`src/rtl/apb4_splitter.sv`:
```
// apb4_splitter: APB4 1-to-NUM_SLV splitter with base/mask decode and a registered downstream port.
// Define APB4_SPLIT_TIMEOUT_EN to enable the slave timeout counter and the tout_o pulse.
module apb4_splitter #(
  parameter int NUM_SLV        = 4,
  parameter int APB_ADDR_WIDTH = 32,
  parameter int APB_DATA_WIDTH = 32,
  parameter logic [NUM_SLV*APB_ADDR_WIDTH-1:0] SLV_BASE = '0,
  parameter logic [NUM_SLV*APB_ADDR_WIDTH-1:0] SLV_MASK = '0,
  parameter int TIMEOUT_CYC    = 16
) (
  input  logic                              pclk,
  input  logic                              preset,
  input  logic [APB_ADDR_WIDTH-1:0]         s_paddr,
  input  logic [2:0]                        s_pprot,
  input  logic                              s_psel,
  input  logic                              s_penable,
  input  logic                              s_pwrite,
  input  logic [APB_DATA_WIDTH-1:0]         s_pwdata,
  input  logic [APB_DATA_WIDTH/8-1:0]       s_pstrb,
  output logic                              s_pready,
  output logic [APB_DATA_WIDTH-1:0]         s_prdata,
  output logic                              s_pslverr,
  output logic [APB_ADDR_WIDTH-1:0]         m_paddr,
  output logic [2:0]                        m_pprot,
  output logic                              m_pwrite,
  output logic [APB_DATA_WIDTH-1:0]         m_pwdata,
  output logic [APB_DATA_WIDTH/8-1:0]       m_pstrb,
  output logic [NUM_SLV-1:0]                m_psel,
  output logic                              m_penable,
  input  logic [NUM_SLV-1:0]                m_pready,
  input  logic [NUM_SLV*APB_DATA_WIDTH-1:0] m_prdata,
  input  logic [NUM_SLV-1:0]                m_pslverr,
  output logic                              tout_o
);

  localparam int AW    = APB_ADDR_WIDTH;
  localparam int DW    = APB_DATA_WIDTH;
  localparam int SW    = APB_DATA_WIDTH / 8;
  localparam int IDX_W = (NUM_SLV > 1) ? $clog2(NUM_SLV) : 1;

  typedef enum logic [2:0] {IDLE, SETUP, ACCESS, DERR, RESP} state_e;

  state_e             state_d, state_q;
  logic [AW-1:0]      paddr_d, paddr_q;
  logic [2:0]         pprot_d, pprot_q;
  logic               pwrite_d, pwrite_q;
  logic [DW-1:0]      pwdata_d, pwdata_q;
  logic [SW-1:0]      pstrb_d, pstrb_q;
  logic [IDX_W-1:0]   idx_d, idx_q;
  logic [NUM_SLV-1:0] m_psel_d, m_psel_q;
  logic               m_penable_d, m_penable_q;
  logic               s_pready_d, s_pready_q;
  logic [DW-1:0]      s_prdata_d, s_prdata_q;
  logic               s_pslverr_d, s_pslverr_q;
  logic               tout_d, tout_q;

  logic               dec_hit;
  logic [IDX_W-1:0]   dec_idx;
  logic [NUM_SLV-1:0] dec_onehot;
  logic               to_hit;
  logic [DW-1:0]      slv_rdata [NUM_SLV];

  for (genvar g = 0; g < NUM_SLV; g++) begin : g_rdata
    assign slv_rdata[g] = m_prdata[g*DW +: DW];
  end

  // Scan from the top index down so the lowest matching slave overrides.
  always_comb begin
    dec_hit    = 1'b0;
    dec_idx    = '0;
    dec_onehot = '0;
    for (int i = NUM_SLV - 1; i >= 0; i--) begin
      if ((s_paddr & SLV_MASK[i*AW +: AW]) == SLV_BASE[i*AW +: AW]) begin
        dec_hit       = 1'b1;
        dec_idx       = IDX_W'(i);
        dec_onehot    = '0;
        dec_onehot[i] = 1'b1;
      end
    end
  end

`ifdef APB4_SPLIT_TIMEOUT_EN
  localparam int CNT_W = $clog2(TIMEOUT_CYC);
  localparam logic [CNT_W-1:0] CNT_LAST = CNT_W'(TIMEOUT_CYC - 1);

  logic [CNT_W-1:0] cnt_d, cnt_q;

  always_comb begin
    cnt_d = cnt_q;
    if (state_q == SETUP) begin
      cnt_d = '0;
    end else if (state_q == ACCESS && cnt_q != CNT_LAST) begin
      cnt_d = cnt_q + CNT_W'(1);
    end
  end

  always_ff @(posedge pclk or posedge preset) begin
    if (preset) cnt_q <= '0;
    else        cnt_q <= cnt_d;
  end

  assign to_hit = (cnt_q == CNT_LAST);
`else
  // Never times out: TIMEOUT_CYC is at least 2, so this is constant 0.
  assign to_hit = (TIMEOUT_CYC < 2);
`endif

  always_comb begin
    state_d     = state_q;
    paddr_d     = paddr_q;
    pprot_d     = pprot_q;
    pwrite_d    = pwrite_q;
    pwdata_d    = pwdata_q;
    pstrb_d     = pstrb_q;
    idx_d       = idx_q;
    m_psel_d    = m_psel_q;
    m_penable_d = m_penable_q;
    s_pready_d  = 1'b0;
    s_prdata_d  = '0;
    s_pslverr_d = 1'b0;
    tout_d      = 1'b0;
    unique case (state_q)
      IDLE: begin
        if (s_psel && !s_penable) begin
          paddr_d  = s_paddr;
          pprot_d  = s_pprot;
          pwrite_d = s_pwrite;
          pwdata_d = s_pwdata;
          pstrb_d  = s_pstrb;
          idx_d    = dec_idx;
          if (dec_hit) begin
            m_psel_d = dec_onehot;
            state_d  = SETUP;
          end else begin
            state_d  = DERR;
          end
        end
      end
      SETUP: begin
        m_penable_d = 1'b1;
        state_d     = ACCESS;
      end
      ACCESS: begin
        // A ready slave wins over a timeout landing in the same cycle.
        if (m_pready[idx_q]) begin
          m_psel_d    = '0;
          m_penable_d = 1'b0;
          s_pready_d  = 1'b1;
          s_prdata_d  = slv_rdata[idx_q];
          s_pslverr_d = m_pslverr[idx_q];
          state_d     = RESP;
        end else if (to_hit) begin
          m_psel_d    = '0;
          m_penable_d = 1'b0;
          s_pready_d  = 1'b1;
          s_pslverr_d = 1'b1;
          tout_d      = 1'b1;
          state_d     = RESP;
        end
      end
      DERR: begin
        s_pready_d  = 1'b1;
        s_pslverr_d = 1'b1;
        state_d     = RESP;
      end
      RESP: begin
        state_d = IDLE;
      end
      default: begin
        state_d = IDLE;
      end
    endcase
  end

  always_ff @(posedge pclk or posedge preset) begin
    if (preset) begin
      state_q     <= IDLE;
      paddr_q     <= '0;
      pprot_q     <= '0;
      pwrite_q    <= 1'b0;
      pwdata_q    <= '0;
      pstrb_q     <= '0;
      idx_q       <= '0;
      m_psel_q    <= '0;
      m_penable_q <= 1'b0;
      s_pready_q  <= 1'b0;
      s_prdata_q  <= '0;
      s_pslverr_q <= 1'b0;
      tout_q      <= 1'b0;
    end else begin
      state_q     <= state_d;
      paddr_q     <= paddr_d;
      pprot_q     <= pprot_d;
      pwrite_q    <= pwrite_d;
      pwdata_q    <= pwdata_d;
      pstrb_q     <= pstrb_d;
      idx_q       <= idx_d;
      m_psel_q    <= m_psel_d;
      m_penable_q <= m_penable_d;
      s_pready_q  <= s_pready_d;
      s_prdata_q  <= s_prdata_d;
      s_pslverr_q <= s_pslverr_d;
      tout_q      <= tout_d;
    end
  end

  assign m_paddr   = paddr_q;
  assign m_pprot   = pprot_q;
  assign m_pwrite  = pwrite_q;
  assign m_pwdata  = pwdata_q;
  assign m_pstrb   = pstrb_q;
  assign m_psel    = m_psel_q;
  assign m_penable = m_penable_q;
  assign s_pready  = s_pready_q;
  assign s_prdata  = s_prdata_q;
  assign s_pslverr = s_pslverr_q;
  assign tout_o    = tout_q;

endmodule

```
`config.mk`:
```
export PLATFORM = sky130hd
export DESIGN_NAME = apb4_splitter
export DESIGN_NICKNAME = d
export VERILOG_FILES = /design/src/rtl/apb4_splitter.sv
export SDC_FILE = /design/constraint.sdc
export NUM_CORES = 1
export LEC_CHECK = 0
export ABC_CLOCK_PERIOD_IN_PS = 3540
export BUFFER_PORTS_ARGS = -buffer_cell sky130_fd_sc_hd__buf_2
export CORE_AREA = 3 3 123 125
export DETAILED_ROUTE_END_ITERATION = 6
export DIE_AREA = 0 0 126 128
export PLACE_DENSITY = 0.74
export SLEW_MARGIN = 40
export SYNTH_ARGS = -nofsm -noshare
export SYNTH_HDL_FRONTEND = slang
export SYNTH_SLANG_ARGS = --single-unit
```
`constraint.sdc`:
```
create_clock -name pclk -period 3.54 [get_ports pclk]
set_input_delay 0.708 -clock pclk [delete_from_list [all_inputs] [get_ports pclk]]
set_output_delay 0.708 -clock pclk [all_outputs]
set_load 0.02 [all_outputs]
```
==> flow_summary_export.csv, run 1 <==
group,metric,value,unit
run,drv_cap,0,
critical_path,worstSetupPathType,"register to register",
finish,drive_gt1_share,65.14,%
power,p_clk_share,21.8,%
timing,min_period,2.251,ns
synth,ys.flop_type,"dfrtp_1",
clocking,cts_resized,0,
power,swShare,34.04,%
timing,period_share,63.58,%
critical_path,crit_required,3.76,ns
synth,synthTopCellsByCount,"dfrtp_1, mux2_4, and2_1, mux2_2, nor2_1",
critical_path,cp-end-kind,"register",
synth,synth_area_leaders,"dfrtp_1, mux2_4, and2_1",
synth,synth_most_common_cell,"dfrtp_1",
timing,maxClockFrequency,444.3,MHz
clocking,clkSlewWorstSetupHoldPaths,0.08,ns
floorplan,dieArea,16130,µm²
power,switchingPower,1.573,mW
global_route,grt.total_usage,12.23,%
clocking,tritoncts,"yes",
synth,ys_warn_count,0,
clocking,htree_levels,3,
power,power_leakage,3.212,nW
power,p_total,4.621,mW
timing,fin_skew,0.01313,ns
synth,syn_inst,253,
placement,dp_hpwl,7.515,mm
synth,ys_types,17,
synth,synth-async-reset-ratio,100.0,%
clocking,clock-sinks,111,
synth,synth.top_cell.area_share,65.60,%
clocking,cts_hold_buf,0,
synth,yosysTopAreaCell,"dfrtp_1",
power,internal_power,3.048,mW
power,combinationalPowerShare,37.4,%
finish,nNetsFinal,686,
power,vdd_drop_max,329.8,µV
synth,synth_edf_count,0,
clocking,cts_buffers,9,
floorplan,start_util,30.27,%
placement,globalplace.congestion,0.8705,
critical_path,worstPathArrival,2.47,ns
detailed_routing,route.detailed.drc,0,
timing,setup_viol,0,
timing,fin_hold_ws,0.3595,ns
global_route,grt_max_degree,58,
power,seqPwrFrac,40.8,%
floorplan,die_h,128,µm
floorplan,coreArea,13990,µm²
detailed_routing,ant_nets,0,
clocking,cts_setup_buffers,0,
floorplan,io_pins,324,
synth,syn_area,4234,µm²
global_route,grt_pass1_vias,2993,
finish,fin_util,41.48,%
finish,area_growth,37.03,%
synth,syn_avg_cell_area,16.74,µm²
critical_path,crit_path_start_kind,"register",
placement,portBuffers,217,
timing,hold_viol,0,
detailed_routing,wl_per_cell,14.69,µm
detailed_routing,drt_iter0_drc,32,
global_route,antenna_found_initial,2,
detailed_routing,first_pass_iters,4,
timing,tns,0,ns
critical_path,path_max_fanout,38,
synth,ys_seq_area_share,65.60,%
detailed_routing,wl,9.679,mm
finish,diodes,0,
synth,synth-seq-cells,111,
run_status,status,"finished clean",
finish,fillers,1325,
floorplan,row_count,43,
clocking,clk_path_buf_depth,2,
detailed_routing,via_per_inst,4.158,
timing,rsz0062_at_grt,"false",
timing,slew_viol_final,0,
power,power_density,796.5,nW/µm²
floorplan,die_x,126,µm
global_route,overflow,0,
timing,worst_pin_slew,0.6856,ns
timing,max_slew_margin,54.29,%
detailed_routing,vias,2740,
clocking,clock_latency,0.34,ns
clocking,cts-root-buf,"clkbuf_16",
global_route,grt_pass1_wl,15.34,mm
min_path,hold_path_class,"input port to asynchronous set/reset pin",
## through the flow
stage	std cells	setup slack, ns	cell area (µm²)
6_report	659	1.289	5802
5_1_grt	659	1.167	5802
4_1_cts	659	1.293	5802
3_5_place_dp	643	1.016	5498
3_3_place_gp	643	1.058	5498
2_1_floorplan	256	1.489	4249
## cells in the final DEF (no fill, tap or decap)
cell type	netlist	routed
clkinv_2	0	2
clkbuf_8	0	1
dfrtp_1	111	111
nand3b_1	1	1
nor3b_1	1	1
nor2_1	10	10
clkbuf_16	0	9
inv_1	4	3
nand2b_1	1	1
nand3_4	0	1
buf_4	4	4
bufinv_16	0	1
a21oi_1	3	3
mux2_2	14	14
o21ai_0	1	1
clkinvlp_4	0	2
buf_12	0	1
buf_2	1	217
mux2_4	58	58
inv_6	0	2
and2_1	32	32
conb_1	1	4
## area by class of cell
type,count,area [µm²],area share [%]
Sequential cell,111,2778,47.88
Multi-Input combinational cell,126,1340,23.10
Timing Repair Buffer,222,1136,19.58
Clock buffer,10,239.0,4.119
Tap cell,180,225.2,3.882
Clock inverter,6,65.06,1.121
Inverter,4,18.77,0.3235
## per-layer routing
| layer | vias up | track usage (%) | part of all wire (%) |
|---|---|---|---|
| met4 | 4 | 5.489 | 1.9 |
| li1 | 1269 | - | - |
| met5 | - | 0 | 0.29 |
| met3 | 16 | 5.292 | 11 |
| met1 | 1294 | 14.17 | 39 |
| met2 | 157 | 19.75 | 47 |
## sequential cells by signal, summed over array words and instances, names as in the netlist
signal,flops
s_prdata,32
state_q,3
m_pwdata,32
m_penable,1
m_psel,1
s_pready,1
m_paddr,32
m_pwrite,1
s_pslverr,1
m_pprot,3
m_pstrb,4
## critical path, cell delays in order (launching register included)
cell and delay (ns):
dfrtp_1 0.42, nor2_1 0.25, nand3_4 0.55, buf_4 0.50, mux2_4 0.35
## final timing paths
kind,endpoint,startpoint,slack [ns],depth (start not counted)
worst max-delay path,m_paddr[30],state_q[1],1.29,4
worst min-delay path,m_pwdata[29],preset,0.36,2
worst max register to register,m_paddr[30],state_q[1],1.29,4
worst min register to register,state_q[1],state_q[2],0.48,1
max in group asynchronous,s_prdata[30],preset,2.38,3
min in group pclk,state_q[1],state_q[2],0.48,1
## cell families after synthesis
family | after synthesis | share of synthesized area [%]
flip-flops | 111 | 65.60
multiplexers | 72 | 24.29
AND/OR/NAND/NOR | 46 | 6.235
buffers and inverters | 19 | 3.310
AO/OA/AOI/OAI | 4 | 0.4726
other | 1 | 0.08857
## power groups by stage
stage                     Combinational, mW  Sequential [mW]  Clock [mW]
after detailed placement               1.75             1.91           0
final                                  1.73             1.89        1.01
after floorplan                       0.652             2.40           0
after global routing                   1.83             1.94        1.11
after global placement                 1.73             1.88           0
after CTS                              1.76             1.89        1.05
Note: power is estimated with default switching activity, not from simulation.
==> run 2, diff against run 1 <==
==> config.mk (replaced) <==
export PLATFORM = sky130hd
export DESIGN_NAME = apb4_splitter
export DESIGN_NICKNAME = d
export VERILOG_FILES = /design/src/rtl/apb4_splitter.sv
export SDC_FILE = /design/constraint.sdc
export NUM_CORES = 1
export LEC_CHECK = 0
export ABC_CLOCK_PERIOD_IN_PS = 2150
export BUFFER_PORTS_ARGS = -buffer_cell sky130_fd_sc_hd__buf_2
export CORE_AREA = 3 3 124 126
export DETAILED_ROUTE_END_ITERATION = 6
export DIE_AREA = 0 0 127 129
export PLACE_DENSITY = 0.71
export SLEW_MARGIN = 40
export SYNTH_ARGS = -nofsm -noshare
export SYNTH_HDL_FRONTEND = slang
export SYNTH_SLANG_ARGS = --single-unit
==> constraint.sdc (replaced) <==
create_clock -name pclk -period 2.15 [get_ports pclk]
set_input_delay 0.43 -clock pclk [delete_from_list [all_inputs] [get_ports pclk]]
set_output_delay 0.43 -clock pclk [all_outputs]
set_load 0.02 [all_outputs]
==> run 2 against run 1 <==
  * Total power rose by 65%
  * Combinational power up 64%
  * Clock-buffer cell count did not move
  * Largest cell class unchanged
  * Largest power group unchanged
  * Highest routed layer is now met4
==> flow_summary_export.csv, run 2 (same netlist as run 1, synthesis figures left out) <==
group,metric,value,unit
global_route,antenna_found_initial,0,
global_route,grt_pass1_wl,15.26,mm
timing,tns,0,ns
finish,final_common_cell,"buf_2",
timing,max_slew_margin,62.70,%
floorplan,die_x,127,µm
placement,portBuffers,217,
timing,min_period,1.708,ns
detailed_routing,first_pass_iters,3,
finish,nNetsFinal,684,
timing,maxClockFrequency,585.4,MHz
critical_path,r2r_cells,4,
min_path,hold_path_class,"input port to asynchronous set/reset pin",
global_route,overflow,0,
run_status,status,"finished clean",
critical_path,crit_path_start_kind,"register",
finish,diodes,0,
timing,slew_viol_final,0,
floorplan,coreArea,14420,µm²
power,power_leakage,3.211,nW
clocking,cts_hold_buf,0,
timing,rsz0062_at_grt,"false",
timing,fin_hold_ws,0.2463,ns
clocking,clkSlewWorstSetupHoldPaths,0.07,ns
finish,final_cell_mix,"buf_2, dfrtp_1, mux2_4",
global_route,grt.total_usage,12.08,%
placement,place_area,5500,µm²
detailed_routing,ant_nets,0,
detailed_routing,wl_per_cell,14.55,µm
run,drv_cap,0,
clocking,clock_latency,0.34,ns
power,power_density,1315,nW/µm²
floorplan,row_count,44,
detailed_routing,route.detailed.drc,0,
floorplan,io_pins,324,
detailed_routing,vias,2743,
detailed_routing,drt_iter0_drc,52,
timing,fin_skew,0.01027,ns
critical_path,r2r-start,"state_q[0]",
timing,layout_setup_ws,0.4419,ns
clocking,cts_resized,0,
timing,worst_pin_slew,0.5596,ns
floorplan,start_util,29.35,%
clocking,clock-sinks,111,
timing,setup_viol,0,
critical_path,crit_required,2.37,ns
placement,dp_slack,0.4700,ns
timing,hold_viol,0,
power,p_total,7.644,mW
placement,dp_hpwl,7.060,mm
detailed_routing,via_per_inst,4.150,
floorplan,die_h,129,µm
timing,period_share,79.45,%
critical_path,worstSetupPathType,"register to register",
global_route,grt_pass1_vias,3002,
placement,globalplace.congestion,0.7780,
critical_path,r2r-end,"m_pwdata[20]",
clocking,clk_path_buf_depth,2,
finish,drive_gt1_share,64.99,%
power,vdd_drop_max,584.6,µV
floorplan,dieArea,16380,µm²
clocking,tritoncts,"yes",
critical_path,cp-end-kind,"register",
clocking,cts_setup_buffers,0,
critical_path,r2r_slack,0.44,ns
critical_path,path_max_fanout,74,
finish,area_growth,37.32,%
finish,final_area,5814,µm²
clocking,cts-root-buf,"clkbuf_16",
clocking,cts_buffers,9,
clocking,htree_levels,3,
critical_path,worstPathArrival,1.93,ns
detailed_routing,wl,9.619,mm
global_route,grt_max_degree,112,
-- run 2: cell count changes in the layout (fill, tap and decap cells not counted), sizes merged --
| cell | before | now |
|---|---|---|
| clkinv | 2 | 1 |
| buf | 222 | 220 |
| inv | 5 | 6 |
-- run 2: stage by stage --
stage | util (%) | instances
after floorplan | - | 256
after global placement | 38.13 | 645
after detailed placement | 38.13 | 645
after CTS | 40.31 | 661
after global routing | 40.31 | 661
final | 40.31 | 661
-- run 2: how the worst max path moves through the flow --
| stage | startpoint | end | depth (start not counted) |
|---|---|---|---|
| final | state_q[0] | m_pwdata[20] | 4 |
| after detailed placement | s_penable | m_pwdata[26] | 5 |
| after CTS | state_q[0] | m_pwdata[26] | 4 |
| after global routing | state_q[0] | m_pwdata[22] | 4 |
| after global placement | s_penable | m_pwdata[21] | 5 |
| after floorplan | preset | m_paddr[0] | 1 |
-- run 2: final cells by class --
class | count | area, µm²
multi-input combinational | 126 | 1340
timing repair buffer | 220 | 1134
clock buffer | 10 | 239.0
fill | 1369 | 8610
clock inverter | 6 | 75.07
tap | 184 | 230.2
sequential | 111 | 2778
inverter | 4 | 18.77
-- run 2: per-layer routing --
layer	wire [µm]	global-route usage, %	up-vias
met1	3666	13.57	1300
li1	-	-	1268
met2	4478	19.49	164
met5	0	0	-
met4	161	4.732	0
met3	1312	6.434	11
-- run 2: power by group --
part / leakage (nW) / internal (mW) / switching, mW
logic: 1.69 / 1.32 / 1.50
clock network: 0.152 / 0.954 / 0.760
registers: 1.37 / 2.75 / 0.348
-- run 2: critical path, stage by stage (launching register included) --
cell     delay [ns]
dfrtp_1        0.46
nor2_1         0.11
nand3_4        0.10
buf_12         0.41
mux2_2         0.40
